==> config.mk <==
export PLATFORM = sky130hd
export DESIGN_NAME = uart_tx_sched
export DESIGN_NICKNAME = d
export VERILOG_FILES = /design/src/rtl/uart_pkg.sv /design/src/rtl/uart_tx_sched_rr_arbiter.sv /design/src/rtl/uart_tx_sched.sv
export SDC_FILE = /design/constraint.sdc
export NUM_CORES = 1
export LEC_CHECK = 0
export ABC_AREA = 1
export BUFFER_PORTS_ARGS = -buffer_cell sky130_fd_sc_hd__buf_2
export CAP_MARGIN = 20
export CORE_MARGIN = 1
export CORE_UTILIZATION = 52
export DETAILED_ROUTE_END_ITERATION = 10
export GPL_TIMING_DRIVEN = 0
export PLACE_DENSITY = 0.78
export SYNTH_ARGS = -nofsm -noshare
export SYNTH_HDL_FRONTEND = slang
export SYNTH_HIERARCHICAL = 1
export SYNTH_SLANG_ARGS = --single-unit
==> constraint.sdc <==
create_clock -name clk_i -period 4.2 [get_ports clk_i]
set_input_delay 0.21 -clock clk_i [delete_from_list [all_inputs] [get_ports clk_i]]
set_output_delay 0.21 -clock clk_i [all_outputs]
set_load 0.01 [all_outputs]
==> src/rtl/uart_pkg.sv <==
// Shared uart_core register map and TX scheduler state encoding.
package uart_pkg;

    localparam logic [11:0] ADDR_BAUD      = 12'h000;
    localparam logic [11:0] ADDR_TX_DATA   = 12'h004;
    localparam logic [11:0] ADDR_TX_LEVEL  = 12'h018;
    localparam logic [11:0] ADDR_RD_EN_TXF = 12'h01C;

    typedef enum logic [2:0] {
        INIT,
        IDLE,
        LOAD,
        LEVEL,
        START,
        STOP,
        WAIT
    } sched_state_e;

endpackage

==> src/rtl/uart_tx_sched_rr_arbiter.sv <==
// Combinational round-robin pick: first request at or after ptr_i, wrapping.
module rr_arbiter #(
    parameter int NREQ = 4,
    parameter int IW   = (NREQ > 1) ? $clog2(NREQ) : 1
) (
    input  logic [NREQ-1:0] req_i,
    input  logic [IW-1:0]   ptr_i,
    output logic [NREQ-1:0] gnt_o,
    output logic [IW-1:0]   idx_o,
    output logic            any_o
);

    int j;

    always_comb begin
        gnt_o = '0;
        idx_o = '0;
        any_o = 1'b0;
        j     = 0;
        for (int k = 0; k < NREQ; k++) begin
            j = int'(ptr_i) + k;
            if (j >= NREQ) j = j - NREQ;
            if (!any_o && req_i[j]) begin
                any_o    = 1'b1;
                gnt_o[j] = 1'b1;
                idx_o    = IW'(j);
            end
        end
    end

endmodule

==> src/rtl/uart_tx_sched.sv <==
// Shares one uart_core transmitter among NREQ byte streams by sequencing
// its TX registers directly; burst completion is purely timer-based.
module uart_tx_sched #(
    parameter int          NREQ       = 4,
    parameter int          BURST_MAX  = 7,
    parameter logic [15:0] BAUD_DIV   = 16'd868,
    parameter int          GUARD_BITS = 2
) (
    input  logic              clk_i,
    input  logic              rst_ni,
    input  logic [NREQ-1:0]   req_valid_i,
    input  logic [NREQ*8-1:0] req_data_i,
    input  logic [NREQ-1:0]   req_last_i,
    output logic [NREQ-1:0]   req_ready_o,
    output logic              reg_we_o,
    output logic [11:0]       reg_addr_o,
    output logic [31:0]       reg_wdata_o,
    output logic              reg_re_o,
    output logic [NREQ-1:0]   grant_o,
    output logic              busy_o,
    output logic              burst_done_o
);

    import uart_pkg::*;

    localparam int IW = (NREQ > 1) ? $clog2(NREQ) : 1;

    sched_state_e    state_q, state_d;
    logic [IW-1:0]   rr_ptr_q, rr_ptr_d;
    logic [IW-1:0]   gidx_q, gidx_d;
    logic [NREQ-1:0] grant_q, grant_d;
    logic [2:0]      cnt_q, cnt_d;
    logic [23:0]     timer_q, timer_d;
    logic            we_q, we_d;
    logic [11:0]     addr_q, addr_d;
    logic [31:0]     wdata_q, wdata_d;
    logic            done_q, done_d;
    logic            busy_q, busy_d;

    logic [NREQ-1:0] arb_gnt;
    logic [IW-1:0]   arb_idx;
    logic            arb_any;
    logic            acc;
    logic [7:0]      cur_byte;

    rr_arbiter #(
        .NREQ (NREQ),
        .IW   (IW)
    ) u_arb (
        .req_i (req_valid_i),
        .ptr_i (rr_ptr_q),
        .gnt_o (arb_gnt),
        .idx_o (arb_idx),
        .any_o (arb_any)
    );

    // Ready is the only path from requester inputs to outputs: it must
    // reflect same-cycle valid for the handshake to be lossless.
    always_comb begin
        acc         = (state_q == LOAD) && req_valid_i[gidx_q];
        req_ready_o = acc ? grant_q : '0;
        cur_byte    = req_data_i[int'(gidx_q)*8 +: 8];
    end

    always_comb begin
        state_d  = state_q;
        rr_ptr_d = rr_ptr_q;
        gidx_d   = gidx_q;
        grant_d  = grant_q;
        cnt_d    = cnt_q;
        timer_d  = timer_q;
        we_d     = 1'b0;
        addr_d   = '0;
        wdata_d  = '0;
        done_d   = 1'b0;
        unique case (state_q)
            INIT: begin
                we_d    = 1'b1;
                addr_d  = ADDR_BAUD;
                wdata_d = {16'h0, BAUD_DIV};
                state_d = IDLE;
            end
            IDLE: begin
                if (arb_any) begin
                    grant_d = arb_gnt;
                    gidx_d  = arb_idx;
                    if (int'(arb_idx) == NREQ - 1) rr_ptr_d = '0;
                    else rr_ptr_d = arb_idx + 1'b1;
                    state_d = LOAD;
                end
            end
            LOAD: begin
                if (acc) begin
                    we_d    = 1'b1;
                    addr_d  = ADDR_TX_DATA;
                    wdata_d = {24'h0, cur_byte};
                    cnt_d   = cnt_q + 3'd1;
                    if (req_last_i[gidx_q] ||
                        (4'(cnt_q) + 4'd1 == 4'(BURST_MAX)))
                        state_d = LEVEL;
                end else if (cnt_q != 3'd0) begin
                    state_d = LEVEL;
                end
            end
            LEVEL: begin
                we_d    = 1'b1;
                addr_d  = ADDR_TX_LEVEL;
                wdata_d = {29'h0, cnt_q};
                state_d = START;
            end
            START: begin
                we_d    = 1'b1;
                addr_d  = ADDR_RD_EN_TXF;
                wdata_d = 32'd1;
                state_d = STOP;
            end
            STOP: begin
                we_d    = 1'b1;
                addr_d  = ADDR_RD_EN_TXF;
                wdata_d = 32'd0;
                timer_d = (24'(cnt_q) * 24'd10 + 24'(GUARD_BITS))
                          * 24'(BAUD_DIV);
                state_d = WAIT;
            end
            WAIT: begin
                timer_d = timer_q - 24'd1;
                if (timer_q <= 24'd1) begin
                    timer_d = '0;
                    done_d  = 1'b1;
                    grant_d = '0;
                    cnt_d   = '0;
                    state_d = IDLE;
                end
            end
            default: state_d = INIT;
        endcase
        busy_d = (state_d != IDLE);
    end

    always_ff @(posedge clk_i or negedge rst_ni) begin
        if (!rst_ni) begin
            state_q  <= INIT;
            rr_ptr_q <= '0;
            gidx_q   <= '0;
            grant_q  <= '0;
            cnt_q    <= '0;
            timer_q  <= '0;
            we_q     <= 1'b0;
            addr_q   <= '0;
            wdata_q  <= '0;
            done_q   <= 1'b0;
            busy_q   <= 1'b0;
        end else begin
            state_q  <= state_d;
            rr_ptr_q <= rr_ptr_d;
            gidx_q   <= gidx_d;
            grant_q  <= grant_d;
            cnt_q    <= cnt_d;
            timer_q  <= timer_d;
            we_q     <= we_d;
            addr_q   <= addr_d;
            wdata_q  <= wdata_d;
            done_q   <= done_d;
            busy_q   <= busy_d;
        end
    end

    assign reg_we_o     = we_q;
    assign reg_addr_o   = addr_q;
    assign reg_wdata_o  = wdata_q;
    assign reg_re_o     = 1'b0;
    assign grant_o      = grant_q;
    assign busy_o       = busy_q;
    assign burst_done_o = done_q;

endmodule

==> impl_metrics.toml, run 1 <==
[floorplan]
die_w_um = 102.5
rows = 36
coreArea_mm2 = 0.009774
dieArea_mm2 = 0.01050
start_util = 0.5369
num_io_pins = 98
die_y_um = 102.5

[power_and_ir_drop]
power.leakage_uw = 0.003527
p_clk_frac = 0.406
power_density_mw_per_mm2 = 156.1
swShare = 0.2222
switchingPower_uw = 222.6
ir_drop_mv = 0.1790
intPower_uw = 779.3
pwr-share-comb = 0.095
p_seq_frac = 0.499

[global_routing]
grt_max_degree = 41
gr-total-overflow = 0
grt_pass1_vias = 4792
grt_pass1_wl_um = 21800
grtUsageTotal = 0.2658
grt_antenna_before_repair = 0

[run]
maxCapViolCount = 0

[finish]
drive_above_1_share = 0.2927
nets = 938
n_antenna_cell = 0
final_cell_mix = "131 x nand2_1, 83 x nor2_1, 81 x inv_1"
final_area_mm2 = 0.006420
area_delta_synth_final_pct = 22.34
final_common_cell = "nand2_1"
stdcell_count = 970
finalCoreUtilization = 0.6568

[synth]
synth-edff-count = 0
yosys.area.top_type = "dfrtp_1"
postSynthCellCount = 714
ys_warn_count = 6
async_flop_share = 1.000
synth-seq-cells = 52
syn_avg_cell_area_um2 = 7.349
synth_top_area_frac = 0.2480
seq_area_frac_synth = 0.2480
yosysUniqueCellTypes = 48
synth.area.top_cells = "dfrtp_1 25%, ha_1 12%, nand2_1 10%"
syn_area_mm2 = 0.005248
synthFlopType = "dfrtp_1"

[timing]
slew_viol_final = 0
timing.final.hold_violations = 0
rsz0062_at_grt = "true"
finClkSkew_ns = 0.008226
final.setup.tns_ns = -0.3654
period_share = 1.022
worst_slack_ns = -0.09403
finalSetupViolations = 6
timing.fmax_mhz = 232.9
fin_crit_ns = 4.294

[route]
vias_per_cell = 5.167
drt-total-wl_um = 13500
drt_iter0_drc = 229
first_pass_iters = 5
vias = 5012
drc = 0
post_drt_wl_per_cell_um = 13.92
ant_nets = 0

[placed_design]
dp_cells = 944
place_ws_ns = -0.4039
dp_hpwl_um = 9580
finalWeightedCongestion = 0.8830
dpl_cell_area_mm2 = 0.005879
io_buffers = 65

[worst_setup_path]
r2r_cells = 22
critical_path_class = "reg -> reg"
worstPathArrival_ns = 4.56
required_ns = 4.46
worstSetupEndpointType = "flop"
critical_path.max_fanout = 5
start_kind = "flop"

[hold_path]
hold_path_class = "in -> reg"
worstHoldPathCells = 3

[clock_network]
root_buffer = "clkbuf_8"
clock_sinks = 52
cts.path.max_buffers = 2
clk_latency_ns = 0.32
cts.clk_slew.worst_paths_ns = 0.10
cts-htree-levels = 2
cts_tree = "yes"
numCtsBuffers = 5

[status]
violations = "setup timing"
status = "complete, but fails checks"
-- synthesized netlist by cell type, types with 4 or more instances --
cell	instances
fa_1	7
o22ai_1	5
nand2_1	140
inv_1	86
xnor2_1	8
buf_4	37
nor2_2	4
o21ai_2	5
buf_2	8
nor2_1	84
a21oi_1	25
nand3_1	40
nand2_2	16
a21oi_2	8
nand2_4	9
dfrtp_1	52
nand3_2	5
inv_2	6
xor2_1	14
o21ai_0	39
nand4_1	17
a21boi_0	4
ha_1	52
nor2_4	10
-- kinds of logic after synthesis --
kind of cell    Yosys count  share of synthesized area
compound gates          101                     0.1156
xor+xnor                 22                    0.03672
fa+ha+maj                59                     0.1507
buf+inv                 144                     0.1392
flops                    52                     0.2480
other cells               1                  0.0007146
simple gates            335                     0.3090
-- metrics by stage --
| step | total power, uW | hold WS, ns |
|---|---|---|
| finish | 1002 | 0.1899 |
| global route | 1045 | 0.1889 |
| CTS | 1008 | 0.1790 |
| detailed placement | 603.7 | 0.1349 |
| global placement | 599.8 | 0.5040 |
| floorplan | 566.7 | -0.08559 |
-- power groups by stage --
| stage | clock network (uW) | registers [uW] | logic [uW] |
|---|---|---|---|
| 6_report | 406 | 500 | 95.2 |
| 5_1_grt | 437 | 500 | 108 |
| 4_1_cts | 414 | 500 | 94.3 |
| 3_5_place_dp | 0 | 510 | 93.6 |
| 3_3_place_gp | 0 | 510 | 89.7 |
| 2_1_floorplan | 0 | 510 | 56.4 |
-- state kept, by name, indices dropped and copies added (netlist names) --
signal	cells
reg_we_o	1
state_q	3
cnt_q	3
grant_o	4
timer_q	24
reg_wdata_o	9
gidx_q	2
reg_addr_o	2
rr_ptr_q	2
busy_o	1
burst_done_o	1
-- worst max-delay path: stages (launching register included) --
cell	delay (ns)
dfrtp_2	0.44
buf_6	0.14
ha_4	0.17
xnor2_4	0.12
or2_1	0.25
xor2_1	0.18
inv_2	0.09
buf_6	0.13
ha_4	0.26
inv_2	0.04
fa_1	0.52
inv_2	0.05
fa_1	0.59
ha_4	0.23
ha_4	0.28
a21oi_4	0.15
o21ai_4	0.09
buf_4	0.14
a21oi_1	0.11
o21ai_0	0.09
nand2_1	0.07
nand2_1	0.04
nand2_1	0.05
-- cell type report --
cell class	count	area, um2
multi-input combinational	549	3583
clock inverter	2	60.06
buffer	50	379.1
inverter	94	355.3
sequential	52	1305
timing repair buffer	85	501.7
tap	133	166.4
fill	803	3354
clock buffer	5	68.82
-- worst paths after layout --
path / startpoint / to / slack [ns]
setup / recovery: cnt_q[2]$_DFFE_PN0P_ / timer_q[12]$_DFFE_PN0P_ / -0.09
hold / removal: req_data_i[28] / reg_wdata_o[4]$_DFF_PN0_ / 0.19
setup reg to reg: cnt_q[2]$_DFFE_PN0P_ / timer_q[12]$_DFFE_PN0P_ / -0.09
hold reg to reg: timer_q[0]$_DFFE_PN0P_ / timer_q[0]$_DFFE_PN0P_ / 0.53
max in group asynchronous: rst_ni / cnt_q[2]$_DFFE_PN0P_ / 3.34
min in group asynchronous: rst_ni / timer_q[17]$_DFFE_PN0P_ / 0.31
-- routing by layer --
layer	track usage	routed length, um
met1	0.3089	5549
met2	0.4769	6840
met3	0.05130	615
met4	0.1077	494
met5	0	0
-- repair_timing --
item	CTS	global route
endpoints found under the hold margin	12	0
endpoints found under the setup margin	7	7
resized for setup	30	21
hold buffers	1	0
pin swaps	15	23
buffers inserted	13	6
Power figures use the tool's default switching activity.
==> run 2: changes to the inputs <==
--- a/config.mk
+++ b/config.mk
@@ -9,10 +9,12 @@
 export BUFFER_PORTS_ARGS = -buffer_cell sky130_fd_sc_hd__buf_2
 export CAP_MARGIN = 20
 export CORE_MARGIN = 1
-export CORE_UTILIZATION = 52
+export CORE_UTILIZATION = 55
 export DETAILED_ROUTE_END_ITERATION = 10
+export GPL_ROUTABILITY_DRIVEN = 0
 export GPL_TIMING_DRIVEN = 0
-export PLACE_DENSITY = 0.78
+export PLACE_DENSITY = 0.79
+export SLEW_MARGIN = 30
 export SYNTH_ARGS = -nofsm -noshare
 export SYNTH_HDL_FRONTEND = slang
 export SYNTH_HIERARCHICAL = 1
==> constraint.sdc (replaced) <==
create_clock -name clk_i -period 5.1 [get_ports clk_i]
set_input_delay 0.255 -clock clk_i [delete_from_list [all_inputs] [get_ports clk_i]]
set_output_delay 0.255 -clock clk_i [all_outputs]
set_load 0.01 [all_outputs]
==> impl_metrics.toml, run 2 (same netlist as run 1, synthesis figures left out) <==
[timing]
timing.final.hold_violations = 0
finClkSkew_ns = 0.008642
tightest_slew_ns = 0.6877
final.setup.tns_ns = 0
finalSetupViolations = 0
slew_viol_final = 0
timing.fmax_mhz = 217.8
period_share = 0.9002
fin_crit_ns = 4.591
max-slew-margin-rel = 0.5416
rsz0062_at_grt = "false"

[worst_setup_path]
crit_path_start = "cnt_q[2]$_DFFE_PN0P_"
critical_path.max_fanout = 8
start_kind = "flop"
worstPathArrival_ns = 4.81
regToRegStartpoint = "cnt_q[2]$_DFFE_PN0P_"
required_ns = 5.32
regToRegEndpoint = "timer_q[14]$_DFFE_PN0P_"
r2r_cells = 24
reg2reg_slack_ns = 0.51
critical_path_class = "reg -> reg"
worstSetupEndpointType = "flop"

[global_routing]
grt_pass1_wl_um = 20830
grtUsageTotal = 0.2583
gr-total-overflow = 0
grt_pass1_vias = 4689
grt_max_degree = 53
grt_antenna_before_repair = 0

[route]
first_pass_iters = 4
post_drt_wl_per_cell_um = 12.72
drc = 0
vias_per_cell = 5.069
drt-total-wl_um = 12060
vias = 4805
ant_nets = 0
drt_iter0_drc = 256

[floorplan]
die_y_um = 99.68
rows = 35
num_io_pins = 98
coreArea_mm2 = 0.009240
dieArea_mm2 = 0.009935
start_util = 0.5679
die_w_um = 99.68

[clock_network]
cts-htree-levels = 2
cts.clk_slew.worst_paths_ns = 0.11
numCtsBuffers = 5
clock_sinks = 52
cts_tree = "yes"
clk_latency_ns = 0.31
cts.path.max_buffers = 2
root_buffer = "clkbuf_8"

[finish]
stdcell_count = 948
final_common_cell = "nand2_1"
drive_above_1_share = 0.2308
largest_register_ffs = 24
nets = 919
nFillCells = 847
final_cell_mix = "140 x nand2_1, 86 x inv_1, 84 x nor2_1"
top_register = "timer_q"
n_antenna_cell = 0
multi_input_area_mm2 = 0.003336
area_delta_synth_final_pct = 13.52
final-seq-area_mm2 = 0.001301

[hold_path]
min_from = "req_data_i[28]"
whs_endpoint = "reg_wdata_o[4]$_DFF_PN0_"
worstHoldPathCells = 3
hold_path_class = "in -> reg"

[placed_design]
dp_hpwl_um = 9585
dp_cells = 939
io_buffers = 65

[run]
maxCapViolCount = 0

[power_and_ir_drop]
power_density_mw_per_mm2 = 124.4
ir_drop_mv = 0.09069
power.leakage_uw = 0.003407

[status]
status = "finished clean"
[run 2: cell types whose count changed in the layout (fill, tap and decap cells not counted), sizes merged]
cell	before	now
buf	133	114
bufinv	2	0
clkinv	1	2
clkinvlp	0	1
inv	93	94
[run 2: area by class of cell]
class                      count  area share
clock inverter                 3    0.003571
timing repair buffer          66     0.05671
tap                          129     0.02710
sequential                    52      0.2184
inverter                      94     0.05965
clock buffer                   5     0.01155
buffer                        50     0.06301
multi-input combinational    549      0.5600
[run 2: per-layer routing]
metal,track usage,vias to the layer above,share of wire
li1,-,2436,-
met1,0.3119,2211,0.42
met2,0.4838,144,0.52
met3,0.03162,14,0.047
met4,0.06222,0,0.011
met5,0,-,0
[run 2: repair_timing]
item | CTS | global route
setup buffers | 0 | 0
endpoints found under the hold margin | 10 | 0
hold buffers | 1 | 0
resized for setup | 0 | 2
endpoints found under the setup margin | 0 | 3
[run 2: worst max path at each step]
stage | end | cells past startpoint | slack [ns]
2_1_floorplan | timer_q[16]$_DFFE_PN0P_ | 24 | 0.79
3_3_place_gp | timer_q[16]$_DFFE_PN0P_ | 24 | 0.44
3_5_place_dp | timer_q[14]$_DFFE_PN0P_ | 24 | 0.33
4_1_cts | timer_q[16]$_DFFE_PN0P_ | 24 | 0.29
5_1_grt | timer_q[14]$_DFFE_PN0P_ | 24 | 0.07
6_report | timer_q[14]$_DFFE_PN0P_ | 24 | 0.51
[run 2: per-stage QoR]
stage	total power [uW]	util	cell area [um2]	setup WS, ns	hold WS (ns)
after CTS	747.6	0.6443	5953	0.2944	0.2201
final	740.8	0.6447	5957	0.5088	0.2300
after global routing	770.8	0.6447	5957	0.07207	0.2502
after detailed placement	495.1	0.6334	5853	0.3260	0.3421
after floorplan	466.7	-	5364	0.7862	-0.04059
after global placement	493.5	0.6332	5851	0.4436	0.5127
[run 2: critical path, stage by stage, from the launching register on]
cell and delay [ns]:
dfrtp_1 0.48, ha_1 0.22, nand2_1 0.06, inv_1 0.04
ha_1 0.29, inv_1 0.06, nor2_1 0.18, xor2_1 0.21
inv_1 0.11, ha_1 0.32, inv_1 0.07, fa_1 0.54
inv_1 0.05, fa_1 0.45, ha_1 0.30, ha_1 0.35
nand2_1 0.08, o21ai_2 0.20, nand2_1 0.11, nand2_1 0.07
nand2_1 0.05, nand3_1 0.11, nand2_1 0.06, nand2_1 0.05
nand2_1 0.04
[run 2: power breakdown]
group	internal [uW]	switching, uW
combinational	35.2	41.3
clock	98.0	154
sequential	412	0
==> run 3: changes to the inputs <==
--- a/config.mk
+++ b/config.mk
@@ -7,13 +7,12 @@
 export LEC_CHECK = 0
 export ABC_AREA = 1
 export BUFFER_PORTS_ARGS = -buffer_cell sky130_fd_sc_hd__buf_2
-export CAP_MARGIN = 20
 export CORE_MARGIN = 1
 export CORE_UTILIZATION = 55
 export DETAILED_ROUTE_END_ITERATION = 10
 export GPL_ROUTABILITY_DRIVEN = 0
 export GPL_TIMING_DRIVEN = 0
-export PLACE_DENSITY = 0.79
+export PLACE_DENSITY = 0.82
 export SLEW_MARGIN = 30
 export SYNTH_ARGS = -nofsm -noshare
 export SYNTH_HDL_FRONTEND = slang
==> impl_metrics.toml, run 3 (same netlist as run 1, synthesis figures left out) <==
[hold_path]
worstHoldPathCells = 3
hold_path_class = "in -> reg"
whs_endpoint = "reg_wdata_o[7]$_DFF_PN0_"
min_from = "req_data_i[31]"

[finish]
final-seq-area_mm2 = 0.001301
largest_register_ffs = 24
area_delta_synth_final_pct = 13.54
n_antenna_cell = 0
nets = 919
final_area_mm2 = 0.005958
final_cell_mix = "140 x nand2_1, 86 x inv_1, 84 x nor2_1"
drive_above_1_share = 0.2308
top_register = "timer_q"
nFillCells = 795
final_common_cell = "nand2_1"
multi_input_area_mm2 = 0.003336
stdcell_count = 948

[worst_setup_path]
path_cells = "ha_1 > nand2_1 > inv_1 > ha_1 > inv_1 > nor2_1 > xor2_1 > inv_1 > ha_1 > inv_1 > fa_1 > inv_1 > fa_1 > ha_1 > ha_1 > nand2_1 > o21ai_2 > nand2_1 > nand2_1 > nand2_1 > nand3_1 > o21ai_1 > nand2_1 > nand2_1"
worstPathArrival_ns = 4.91
cpPeakStageDelay_ns = 0.54
cpMostUsedCell = "nand2_1"
r2r_cells = 24
start_kind = "flop"
worstSetupEndpointType = "flop"
cp_slowest_cell = "fa_1"
regToRegEndpoint = "timer_q[16]$_DFFE_PN0P_"
regToRegStartpoint = "cnt_q[2]$_DFFE_PN0P_"
critical_path_class = "reg -> reg"
cp_top_family = "adder cells"
reg2reg_slack_ns = 0.42
worstPathBufferInverterCount = 5
critical_path.max_fanout = 8
required_ns = 5.33

[placed_design]
io_buffers = 65
dp_cells = 939
dp_hpwl_um = 9727
place_ws_ns = 0.2758
dpl_cell_area_mm2 = 0.005853

[timing]
finalSetupViolations = 0
slew_viol_final = 0
rsz0062_at_grt = "false"
max-slew-margin-rel = 0.5522
tightest_slew_ns = 0.6717
finClkSkew_ns = 0.008232
final.setup.tns_ns = 0
timing.final.hold_violations = 0
period_share = 0.9175
worst_slack_ns = 0.4207
timing.fmax_mhz = 213.7
fin_crit_ns = 4.679

[floorplan]
die_y_um = 99.68
dieArea_mm2 = 0.009935
die_w_um = 99.68
num_io_pins = 98
coreArea_mm2 = 0.009240
start_util = 0.5679
rows = 35

[power_and_ir_drop]
swShare = 0.2604
ir_drop_mv = 0.1054
switchingPower_uw = 192.2
intPower_uw = 545.9
power.total_uw = 738.1
p_clk_frac = 0.339
power.leakage_uw = 0.003411
power_density_mw_per_mm2 = 123.9
p_seq_frac = 0.558
pwr-share-comb = 0.103

[global_routing]
grtUsageTotal = 0.2509
grt_pass1_wl_um = 20090
grt_max_degree = 53
grt_antenna_before_repair = 0
gr-total-overflow = 0
grt_pass1_vias = 4560

[route]
drt-total-wl_um = 11850
drc = 0
first_pass_iters = 6
post_drt_wl_per_cell_um = 12.50
drt_iter0_drc = 186
vias = 4748
vias_per_cell = 5.008
ant_nets = 0

[run]
maxCapViolCount = 0

[clock_network]
root_buffer = "clkbuf_8"
cts.clk_slew.worst_paths_ns = 0.10
clk_latency_ns = 0.32
cts.path.max_buffers = 2
cts_tree = "yes"
cts-htree-levels = 2
clock_sinks = 52
numCtsBuffers = 5

[status]
status = "finished clean"
==> run 3: worst register-to-register path, cell delays in order, from the launching register on <==
cell and delay, ns:
dfrtp_1 0.49, ha_1 0.22, nand2_1 0.06, inv_1 0.04, ha_1 0.29, inv_1 0.06
nor2_1 0.20, xor2_1 0.22, inv_1 0.11, ha_1 0.32, inv_1 0.06, fa_1 0.54
inv_1 0.05, fa_1 0.45, ha_1 0.31, ha_1 0.34, nand2_1 0.09, o21ai_2 0.19
nand2_1 0.11, nand2_1 0.09, nand2_1 0.05, nand3_1 0.10, o21ai_1 0.08, nand2_1 0.06
nand2_1 0.04
==> run 3: how the worst max path moves through the flow <==
| stage | start | end | slack (ns) | depth (start not counted) |
|---|---|---|---|---|
| 3_3_place_gp | cnt_q[2]$_DFFE_PN0P_ | timer_q[16]$_DFFE_PN0P_ | 0.41 | 24 |
| 2_1_floorplan | cnt_q[2]$_DFFE_PN0P_ | timer_q[16]$_DFFE_PN0P_ | 0.79 | 24 |
| 3_5_place_dp | cnt_q[2]$_DFFE_PN0P_ | timer_q[16]$_DFFE_PN0P_ | 0.28 | 24 |
| 4_1_cts | cnt_q[2]$_DFFE_PN0P_ | timer_q[16]$_DFFE_PN0P_ | 0.25 | 24 |
| 5_1_grt | cnt_q[2]$_DFFE_PN0P_ | timer_q[16]$_DFFE_PN0P_ | 0.05 | 24 |
| 6_report | cnt_q[2]$_DFFE_PN0P_ | timer_q[16]$_DFFE_PN0P_ | 0.42 | 24 |
==> run 3: per-layer routing <==
metal | vias up | wire length (um) | track usage
li1 | 2438 | - | -
met1 | 2147 | 5169 | 0.2996
met2 | 143 | 5909 | 0.4584
met3 | 20 | 542 | 0.04006
met4 | 0 | 231 | 0.07919
met5 | - | 0 | 0
==> run 3: cell type report <==
class | count | area share
plain buffers | 50 | 0.06300
clock buffers | 5 | 0.01155
clock inverters | 3 | 0.003780
inverters | 94 | 0.05964
multi-input cells | 549 | 0.5598
flip-flops and latches | 52 | 0.2184
well taps | 129 | 0.02709
repair buffers | 66 | 0.05670
==> run 3: through the flow <==
stage                     hold slack [ns]  utilization
after global routing               0.2520       0.6448
after CTS                          0.2408       0.6444
after detailed placement           0.3348       0.6334
final                              0.2475       0.6448
after global placement             0.5143       0.6332
after floorplan                  -0.04059            -
==> run 3: power groups by stage <==
stage	Sequential, uW	Clock [uW]	Combinational, uW
floorplan	420	0	46.4
global placement	420	0	73.4
detailed placement	420	0	75.0
CTS	412	253	75.7
global route	412	271	85.4
finish	412	250	76.2
==> run 3: repair_timing <==
action,4_1_cts,5_1_grt
resized for setup,0,2
setup endpoints to repair,0,2
hold endpoints to repair,52,0
setup buffers,0,0
hold buffers,1,0
